## config.mk

```make
export PLATFORM = sky130hd
export DESIGN_NAME = fenpin_ctrl
export DESIGN_NICKNAME = d
export VERILOG_FILES = /design/src/rtl/fenpin_ctrl.sv
export SDC_FILE = /design/constraint.sdc
export NUM_CORES = 1
export LEC_CHECK = 0
export BUFFER_PORTS_ARGS = -buffer_cell sky130_fd_sc_hd__buf_2
export CORE_ASPECT_RATIO = 0.9
export CORE_MARGIN = 2
export CORE_UTILIZATION = 59
export CTS_BUF_LIST = sky130_fd_sc_hd__clkbuf_4 sky130_fd_sc_hd__clkbuf_8
export DETAILED_ROUTE_END_ITERATION = 6
export MAX_ROUTING_LAYER = met4
export PLACE_DENSITY = 0.82
export REMOVE_ABC_BUFFERS = 1
export SLEW_MARGIN = 40
export SYNTH_ARGS = -nofsm -noshare
export SYNTH_HDL_FRONTEND = slang
export SYNTH_SLANG_ARGS = --single-unit
export TNS_END_PERCENT = 100
```

## constraint.sdc

```tcl
create_clock -name clk -period 3.1 [get_ports clk]
set_input_delay 0.155 -clock clk [delete_from_list [all_inputs] [get_ports clk]]
set_output_delay 0.155 -clock clk [all_outputs]
set_load 0.01 [all_outputs]
```

## src/rtl/fenpin_ctrl.sv

```systemverilog
// fenpin_ctrl: run-time controller for an even clock divider.
// Owns ratio config, start/stop sequencing and glitch-free ratio changes.
module fenpin_ctrl #(
    parameter int CNT_W    = 8,
    parameter int DEF_HALF = 10
) (
    input  logic             clk,
    input  logic             rst,
    input  logic             cfg_valid,
    input  logic [CNT_W-1:0] cfg_half,
    output logic             cfg_ready,
    output logic             cfg_err,
    input  logic             run,
    output logic             clk_out,
    output logic             tick,
    output logic             busy,
    output logic [CNT_W-1:0] cur_half
);

    typedef enum logic [1:0] {
        S_IDLE = 2'd0,
        S_RUN  = 2'd1,
        S_STOP = 2'd2
    } state_t;

    state_t state_q, state_d;

    logic [CNT_W-1:0] counter_q, counter_d;
    logic [CNT_W-1:0] cur_half_q, cur_half_d;
    logic [CNT_W-1:0] pend_half_q, pend_half_d;
    logic             pend_valid_q, pend_valid_d;
    logic             clk_out_q, clk_out_d;
    logic             tick_q, tick_d;
    logic             cfg_err_q, cfg_err_d;
    logic             busy_q, busy_d;

    logic accept;
    logic cfg_zero;
    logic cfg_good;
    logic boundary;
    logic stop_low;

    // Config handshake: one pending slot, ready while it is empty.
    assign cfg_ready = !pend_valid_q;
    assign accept    = cfg_valid && cfg_ready;
    assign cfg_zero  = (cfg_half == '0);
    assign cfg_good  = accept && !cfg_zero;

    // A half-period ends when the counter reaches N-1 (N is never 0).
    assign boundary  = (counter_q == (cur_half_q - CNT_W'(1)));

    // Stopping while low can leave at once without cutting a pulse.
    assign stop_low  = (state_q == S_RUN) && !run && !clk_out_q;

    // State register and all datapath flops.
    always_ff @(posedge clk) begin
        if (rst) begin
            state_q      <= S_IDLE;
            counter_q    <= '0;
            cur_half_q   <= CNT_W'(DEF_HALF);
            pend_half_q  <= '0;
            pend_valid_q <= 1'b0;
            clk_out_q    <= 1'b0;
            tick_q       <= 1'b0;
            cfg_err_q    <= 1'b0;
            busy_q       <= 1'b0;
        end else begin
            state_q      <= state_d;
            counter_q    <= counter_d;
            cur_half_q   <= cur_half_d;
            pend_half_q  <= pend_half_d;
            pend_valid_q <= pend_valid_d;
            clk_out_q    <= clk_out_d;
            tick_q       <= tick_d;
            cfg_err_q    <= cfg_err_d;
            busy_q       <= busy_d;
        end
    end

    // Next-state: STOP finishes the high half before returning to IDLE.
    always_comb begin
        state_d = state_q;
        unique case (state_q)
            S_IDLE: begin
                if (run) state_d = S_RUN;
            end
            S_RUN: begin
                if (!run) begin
                    if (!clk_out_q)    state_d = S_IDLE;
                    else if (boundary) state_d = S_IDLE;
                    else               state_d = S_STOP;
                end
            end
            S_STOP: begin
                if (run)           state_d = S_RUN;
                else if (boundary) state_d = S_IDLE;
            end
            default: state_d = S_IDLE;
        endcase
    end

    // Datapath: counting, toggling and ratio updates only at safe points.
    always_comb begin
        counter_d    = counter_q;
        cur_half_d   = cur_half_q;
        pend_half_d  = pend_half_q;
        pend_valid_d = pend_valid_q;
        clk_out_d    = clk_out_q;
        tick_d       = 1'b0;
        cfg_err_d    = accept && cfg_zero;
        busy_d       = (state_d != S_IDLE);
        unique case (state_q)
            S_IDLE: begin
                counter_d = '0;
                clk_out_d = 1'b0;
                if (pend_valid_q) begin
                    cur_half_d   = pend_half_q;
                    pend_valid_d = 1'b0;
                end else if (cfg_good) begin
                    cur_half_d = cfg_half;
                end
            end
            S_RUN, S_STOP: begin
                if (stop_low) begin
                    counter_d = '0;
                    if (pend_valid_q) begin
                        cur_half_d   = pend_half_q;
                        pend_valid_d = 1'b0;
                    end
                end else if (boundary) begin
                    counter_d = '0;
                    clk_out_d = !clk_out_q;
                    tick_d    = 1'b1;
                    if (pend_valid_q) begin
                        cur_half_d   = pend_half_q;
                        pend_valid_d = 1'b0;
                    end
                end else begin
                    counter_d = counter_q + CNT_W'(1);
                end
                // Slot is empty whenever an accept happens, so no clash.
                if (cfg_good) begin
                    pend_valid_d = 1'b1;
                    pend_half_d  = cfg_half;
                end
            end
            default: begin
                counter_d = '0;
            end
        endcase
    end

    // Registered outputs.
    always_comb begin
        clk_out  = clk_out_q;
        tick     = tick_q;
        cfg_err  = cfg_err_q;
        busy     = busy_q;
        cur_half = cur_half_q;
    end

endmodule

```

==> results.txt, run 1 <==
----------------------------------------------------
[Status]
  Result of the run ... finished clean

[Logic synthesis]
  Fraction of the mapped netlist area in adder cells ... 0.0442
  Per-instance average area after synthesis ... approximately 8.7 um2
  Cell types with the largest area share after synthesis ... dfxtp_1 36%, nor2_1 6.8%, mux2i_1 6.5%
  Main combinational cell family by area after synthesis ... simple AND/OR/NAND/NOR gates
  Sequential-to-total area share from yosys stat ... 0.365
  Multiplexer share of the synthesized area ... 0.104
  Synth Register Bits ... 31
  Number of enable-type register cells in the synthesized netlist ... 0
  Main synth FF type ... dfxtp_1
  Async S/R FF share, synth ... 0
  Cell type with the largest total area after synthesis ... dfxtp_1
  Post-synthesis instance total ... 196
  Compound-gate portion of the synthesized area ... 0.142
  Number of distinct standard cells referenced by the synthesized netlist ... 43
  Share of synthesized cell area in and, or, nand and nor gates ... 0.233
  Warning count from the yosys run ... 0
  Area share of the largest cell type after synthesis ... 0.365
  Synthesized cell area ... 1700 um2
  Synthesized-area fraction occupied by xor and xnor cells ... 0.0773
  Ranking of synthesized cells by instance count ... 31 x dfxtp_1, 31 x nor2_1, 20 x nand2_1, 11 x a21oi_1, 11 x mux2i_1

[Clocking]
  Post_cts resized ... 0
  CTS sink count ... 31
  Total number of H-tree levels ... 2
  Library cell used as clock root buffer ... clkbuf_4
  Clock transition at the registers of the reported paths ... 100 ps
  CTS tree ... done
  Number of buffers inserted during clock tree synthesis ... 5
  Number of buffers inserted by post-CTS setup repair ... 0
  Maximum buffer depth of the clock tree ... 2
  Number of hold-repair buffers added at the cts stage ... 0
  Clock Latency Late Sink ... roughly 340 ps

[Timing]
  Worst hold slack ... approximately 87 ps
  Transition time at the pin with the least slew margin ... a little over 500 ps
  Fin. Hold Viols ... 0
  Slew Limit Fails ... 0
  Final period utilization ... 0.903
  Final setup violation count ... 0
  Headroom to the max-slew limit ... 0.655
  Setup TNS Final ... 0 ps
  Clock period minus final worst setup slack ... about 2800 ps
  Highest Clock Rate ... 0.357 GHz
  Unrepaired setup endpoints after global routing ... no
  Final setup slack of the worst path ... 299 ps
  Fin Clk Skew ... a little over 8 ps

[Place]
  Area after detailed placement ... between 1500 and 2000 um2
  Post-placement setup slack ... 305 ps
  Routability-driven placement congestion ratio ... 0.826
  Port-buffer cells ... 24
  Placed wire-length estimate ... about 2600 um
  Cell count after placement ... between 200 and 300

[Power and ir drop]
  Logic pwr share ... 0.190
  Power per unit of standard cell area ... approximately 440 nW/um2
  Post-route total power ... roughly 0.84 mW
  Net switching power ... ~0.25 mW
  Largest voltage drop on the vdd net ... about 0.26 mV
  Leakage power ... between 0.7 and 0.8 nW
  Clk pwr share ... 0.290
  Portion of total power attributed to sequential cells ... 0.519
  Proportion of total power due to net switching ... 0.297
  Int Power ... just under 0.6 mW

[Setup path]
  Critical Path Fanout Max ... 10
  Crit start category ... flip-flop
  Endpoint kind of the worst setup timing path ... flip-flop
  Arrival time at the worst endpoint ... between 3000 and 4000 ps
  Worst endpoint required time ... between 3000 and 4000 ps
  Worst path cell trace ... or4_4, or4_1, o311ai_1, o211ai_4, a221oi_4, mux2_2
  Max incr delay on CP ... about 530 ps
  Worst reg-to-reg setup slack ... 300 ps
  Crit path max-delay cell type ... or4_4
  Critical path type ... flip-flop to flip-flop

[Global route]
  First-pass GRT wire length ... between 5000 and 6000 um
  Number of global-route vias before repair ... 1287
  Total routing resource utilization after global routing ... 0.243
  Largest net degree at the start of global routing ... 33
  Antenna violations before repair ... 0
  Grt ovf ... 0

[Finish]
  Fraction of layout cells with a size suffix above 1 ... 0.193
  Antenna diodes ... 0
  Nets@finish ... between 200 and 250
  Fraction of the core area covered by cells at the end of the flow ... 0.694
  Finished Cell Area ... about 1900 um2
  Area added between synthesis and finish ... 12.1%
  Final-layout fill cell count ... 248
  Non-Filler Instances ... ~260

[Drt]
  DRC violation count after routing ... 0
  Mean routed wirelength per cell ... 13.3 um
  Pre-antenna DRT Iters ... 4
  Vias per Instance ... between 5 and 6
  Starting DRT DRC Count ... 70
  Count of nets left with antenna violations after detail routing ... 0
  Routed via count ... approximately 1400
  Total detailed-routing wirelength ... around 3500 um

[Floorplan]
  Full die area ... roughly 3300 um2
  Starting Density ... 0.619
  Chip Width ... ~61 um
  Height of the die ... between 50 and 60 um
  Number of top-level design ports ... 25
  Row cnt ... 18
  Core Box Area ... ~2700 um2

[Job]
  Max-cap violations ... 0

[Min path]
  Hold/Removal Path Class ... primary input to flip-flop

----------------------------------------------------
==> worst max-delay path, delay by kind of cell, from the launching register on <==
kind            cells  cell delay [ps]
flops               1              400
mux                 1              390
simple gates        2             1040
compound gates      3              860
==> sequential cells by signal (all words and copies together), names as in the netlist <==
register / count
counter_q: 8
cur_half: 8
pend_half_q: 8
state_q: 2
busy: 1
cfg_err: 1
clk_out: 1
pend_valid_q: 1
tick: 1
==> path summary, 6_finish.rpt <==
check | from | end | cells past startpoint
setup / recovery | cur_half[2] | cur_half[6] | 6
hold / removal | cfg_half[5] | pend_half_q[5] | 3
setup reg to reg | cur_half[2] | cur_half[6] | 6
hold reg to reg | counter_q[0] | counter_q[0] | 1
==> placed cells by master, fill, tap and decap left out, types with 2 or more instances in the layout <==
cell       instances
a21oi_1           11
and2b_1            5
nor2_1            31
xnor2_1           10
mux2_2             6
nor3_1             5
mux2i_1           11
ha_1               6
buf_2             24
nor4_1             2
o21ai_0            4
xor2_1             5
dfxtp_1           31
inv_1              8
and2_1             4
clkbuf_4           5
o22ai_1            2
nand2_1           20
a2111oi_0          2
nand3_1            5
a211oi_1           3
==> power by group through the flow <==
| stage | combinational (mW) | clock (mW) | sequential (mW) |
|---|---|---|---|
| after floorplan | 0.107 | 0 | 0.446 |
| final | 0.160 | 0.244 | 0.437 |
| after global routing | 0.177 | 0.269 | 0.440 |
| after CTS | 0.160 | 0.249 | 0.436 |
| after detailed placement | 0.159 | 0 | 0.445 |
| after global placement | 0.153 | 0 | 0.443 |
==> final cells by class <==
cell class,instances,area (um2),share of cell area
Clock buffer,6,51.3,0.0269
Clock inverter,1,5.00,0.00263
Inverter,8,30.0,0.0158
Multi-Input combinational cell,152,1020,0.536
Sequential cell,31,621,0.326
Tap cell,40,50.0,0.0263
Timing Repair Buffer,25,128,0.0670
==> layer usage <==
metal	track usage	vias to the layer above	routed length, um
li1	-	733	-
met1	0.284	656	1530
met2	0.416	36	1740
met3	0.0558	8	172
met4	0.0797	0	53
met5	-	-	0
==> cells by family (layout without fill, tap and decap cells) <==
group	after synthesis	after routing
buffers and inverters	13	40
adder cells (fa/ha/maj)	6	6
flip-flops	31	31
AND/OR/NAND/NOR	82	82
AO/OA/AOI/OAI	32	32
multiplexers	17	17
XOR/XNOR	15	15
No activity file was read; power rests on OpenSTA's default activity.
==> run 2: changes to the inputs <==
- CORE_ASPECT_RATIO: 0.9 -> unset
==> results.txt, run 2 (synthesis results as in run 1) <==
----------------------------------------------------
[Finish]
  Finished Cell Area ... 1920 um2 (was 1910 um2)
  Final-layout fill cell count ... 232 (was 248)
  Fraction of layout cells with a size suffix above 1 ... 0.196 (was 0.193)
  Nets@finish ... 241 (unchanged)
  Antenna diodes ... 0 (unchanged)
  Fraction of the core area covered by cells at the end of the flow ... 0.698 (was 0.694)
  Non-Filler Instances ... 255 (was 263)
  Most frequent cells in the layout ... 31 x nor2_1, 31 x dfxtp_1, 24 x buf_2 (unchanged)
  Area added between synthesis and finish ... 13.2% (was 12.1%)

[Setup path]
  Endpoint kind of the worst setup timing path ... flip-flop (unchanged)
  Worst endpoint required time ... 3330 ps (about the same)
  Max incr delay on CP ... 530 ps (about the same)
  Crit start category ... flip-flop (unchanged)
  Critical path type ... flip-flop to flip-flop (unchanged)
  Critical Path Fanout Max ... 10 (unchanged)
  Worst path cell trace ... or4_4, or4_1, o311ai_1, o211ai_4, a221oi_4, mux2_2 (unchanged)
  Arrival time at the worst endpoint ... 3020 ps (was 3030 ps)
  Crit path max-delay cell type ... or4_4 (unchanged)

[Clocking]
  Number of hold-repair buffers added at the cts stage ... 0 (unchanged)
  CTS tree ... done (unchanged)
  Number of buffers inserted during clock tree synthesis ... 5 (unchanged)
  Library cell used as clock root buffer ... clkbuf_4 (unchanged)
  Clock transition at the registers of the reported paths ... 100 ps (about the same)
  CTS sink count ... 31 (unchanged)
  Maximum buffer depth of the clock tree ... 2 (unchanged)
  Post_cts resized ... 0 (unchanged)
  Total number of H-tree levels ... 2 (unchanged)
  Number of buffers inserted by post-CTS setup repair ... 0 (unchanged)
  Clock Latency Late Sink ... 340 ps (about the same)

[Floorplan]
  Row cnt ... 19 (was 18)
  Core Box Area ... 2760 um2 (was 2750 um2)
  Full die area ... 3330 um2 (about the same)
  Chip Width ... 57.7 um (was 60.6 um)
  Starting Density ... 0.617 (was 0.619)
  Height of the die ... 57.7 um (was 54.9 um)
  Number of top-level design ports ... 25 (unchanged)

[Place]
  Placed wire-length estimate ... 2620 um (about the same)
  Port-buffer cells ... 24 (unchanged)
  Cell count after placement ... 247 (was 256)
  Area after detailed placement ... 1840 um2 (was 1850 um2)
  Post-placement setup slack ... 302 ps (was 305 ps)
  Routability-driven placement congestion ratio ... 0.838 (was 0.826)

[Drt]
  Vias per Instance ... 5.66 (was 5.45)
  Mean routed wirelength per cell ... 13.5 um (was 13.3 um)
  Pre-antenna DRT Iters ... 4 (unchanged)
  DRC violation count after routing ... 0 (unchanged)
  Routed via count ... 1443 (was 1433)
  Total detailed-routing wirelength ... 3430 um (was 3500 um)
  Count of nets left with antenna violations after detail routing ... 0 (unchanged)
  Starting DRT DRC Count ... 47 (was 70)

[Power and ir drop]
  Leakage power ... 0.789 nW (was 0.775 nW)
  Largest voltage drop on the vdd net ... 0.515 mV (was 0.258 mV)
  Portion of total power attributed to sequential cells ... 0.470 (was 0.519)
  Power per unit of standard cell area ... 482 nW/um2 (was 441 nW/um2)
  Net switching power ... 0.251 mW (was 0.250 mW)
  Int Power ... 0.676 mW (was 0.591 mW)
  Logic pwr share ... 0.170 (was 0.190)
  Proportion of total power due to net switching ... 0.271 (was 0.297)
  Clk pwr share ... 0.360 (was 0.290)

[Global route]
  Routing layer with the top usage in global route ... met2 (unchanged)
  First-pass GRT wire length ... 6190 um (was 5720 um)
  Routing usage on met2 ... 0.411 (was 0.416)
  Largest net degree at the start of global routing ... 33 (unchanged)
  Number of global-route vias before repair ... 1425 (was 1287)
  Grt ovf ... 0 (unchanged)
  Total routing resource utilization after global routing ... 0.249 (was 0.243)
  Met1 track demand over resource in global routing ... 0.275 (was 0.284)
  Antenna violations before repair ... 0 (unchanged)
  Routing usage on met3 ... 0.0804 (was 0.0558)

[Timing]
  Clock period minus final worst setup slack ... 2790 ps (was 2800 ps)
  Highest Clock Rate ... 0.359 GHz (was 0.357 GHz)
  Fin. Hold Viols ... 0 (unchanged)
  Final setup violation count ... 0 (unchanged)
  Setup TNS Final ... 0 ps (unchanged)
  Transition time at the pin with the least slew margin ... 505 ps (was 515 ps)
  Final period utilization ... 0.899 (was 0.903)
  Final setup slack of the worst path ... 313 ps (was 299 ps)
  Fin Clk Skew ... 11.7 ps (was 8.24 ps)
  Slew Limit Fails ... 0 (unchanged)
  Headroom to the max-slew limit ... 0.664 (was 0.655)
  Unrepaired setup endpoints after global routing ... no (unchanged)

[Min path]
  Hold/Removal Path Class ... primary input to flip-flop (unchanged)

[Status]
  Result of the run ... finished clean (unchanged)

[Job]
  Max-cap violations ... 0 (unchanged)

----------------------------------------------------
run 2: cell count changes in the layout (fill, tap and decap cells not counted), sizes merged:
cell | before | now
bufinv | 0 | 1
run 2: critical path, delay by kind of cell (launching register included):
kind | cells | cell delay [ps]
AO/OA/AOI/OAI | 3 | 840
flip-flops | 1 | 400
multiplexers | 1 | 390
AND/OR/NAND/NOR | 2 | 1040
run 2: cell type report:
| cell class | count | area, um2 | area share |
|---|---|---|---|
| flip-flops and latches | 31 | 621 | 0.322 |
| inverters | 8 | 30.0 | 0.0156 |
| multi-input cells | 152 | 1020 | 0.531 |
| clock buffers | 6 | 51.3 | 0.0267 |
| clock inverters | 2 | 35.0 | 0.0182 |
| well taps | 31 | 38.8 | 0.0202 |
| repair buffers | 25 | 128 | 0.0663 |
run 2: routing by layer:
metal | wire [um] | up-vias
li1 | - | 741
met1 | 1530 | 662
met2 | 1650 | 33
met3 | 180 | 7
met4 | 77 | 0
met5 | 0 | -
run 2: metrics by stage:
step | hold WS [ps] | total power [mW]
global placement | 423 | 0.595
detailed placement | 440 | 0.603
finish | 78.3 | 0.927
floorplan | 224 | 0.553
CTS | 77.4 | 0.934
global route | 81.1 | 0.977
run 2: path summary, 6_finish.rpt:
| kind | endpoint | startpoint | slack [ps] | depth (start not counted) |
|---|---|---|---|---|
| setup reg to reg | cur_half[0] | cur_half[2] | 310 | 6 |
| setup / recovery | cur_half[0] | cur_half[2] | 310 | 6 |
| hold reg to reg | pend_half_q[3] | pend_half_q[3] | 500 | 2 |
| hold / removal | pend_half_q[7] | cfg_half[7] | 80 | 3 |
run 2: power groups by stage:
stage / Clock, mW / Combinational [mW] / Sequential (mW)
after floorplan: 0 / 0.107 / 0.446
after global placement: 0 / 0.152 / 0.443
after detailed placement: 0 / 0.157 / 0.445
after CTS: 0.340 / 0.158 / 0.436
after global routing: 0.361 / 0.177 / 0.439
final: 0.333 / 0.158 / 0.436
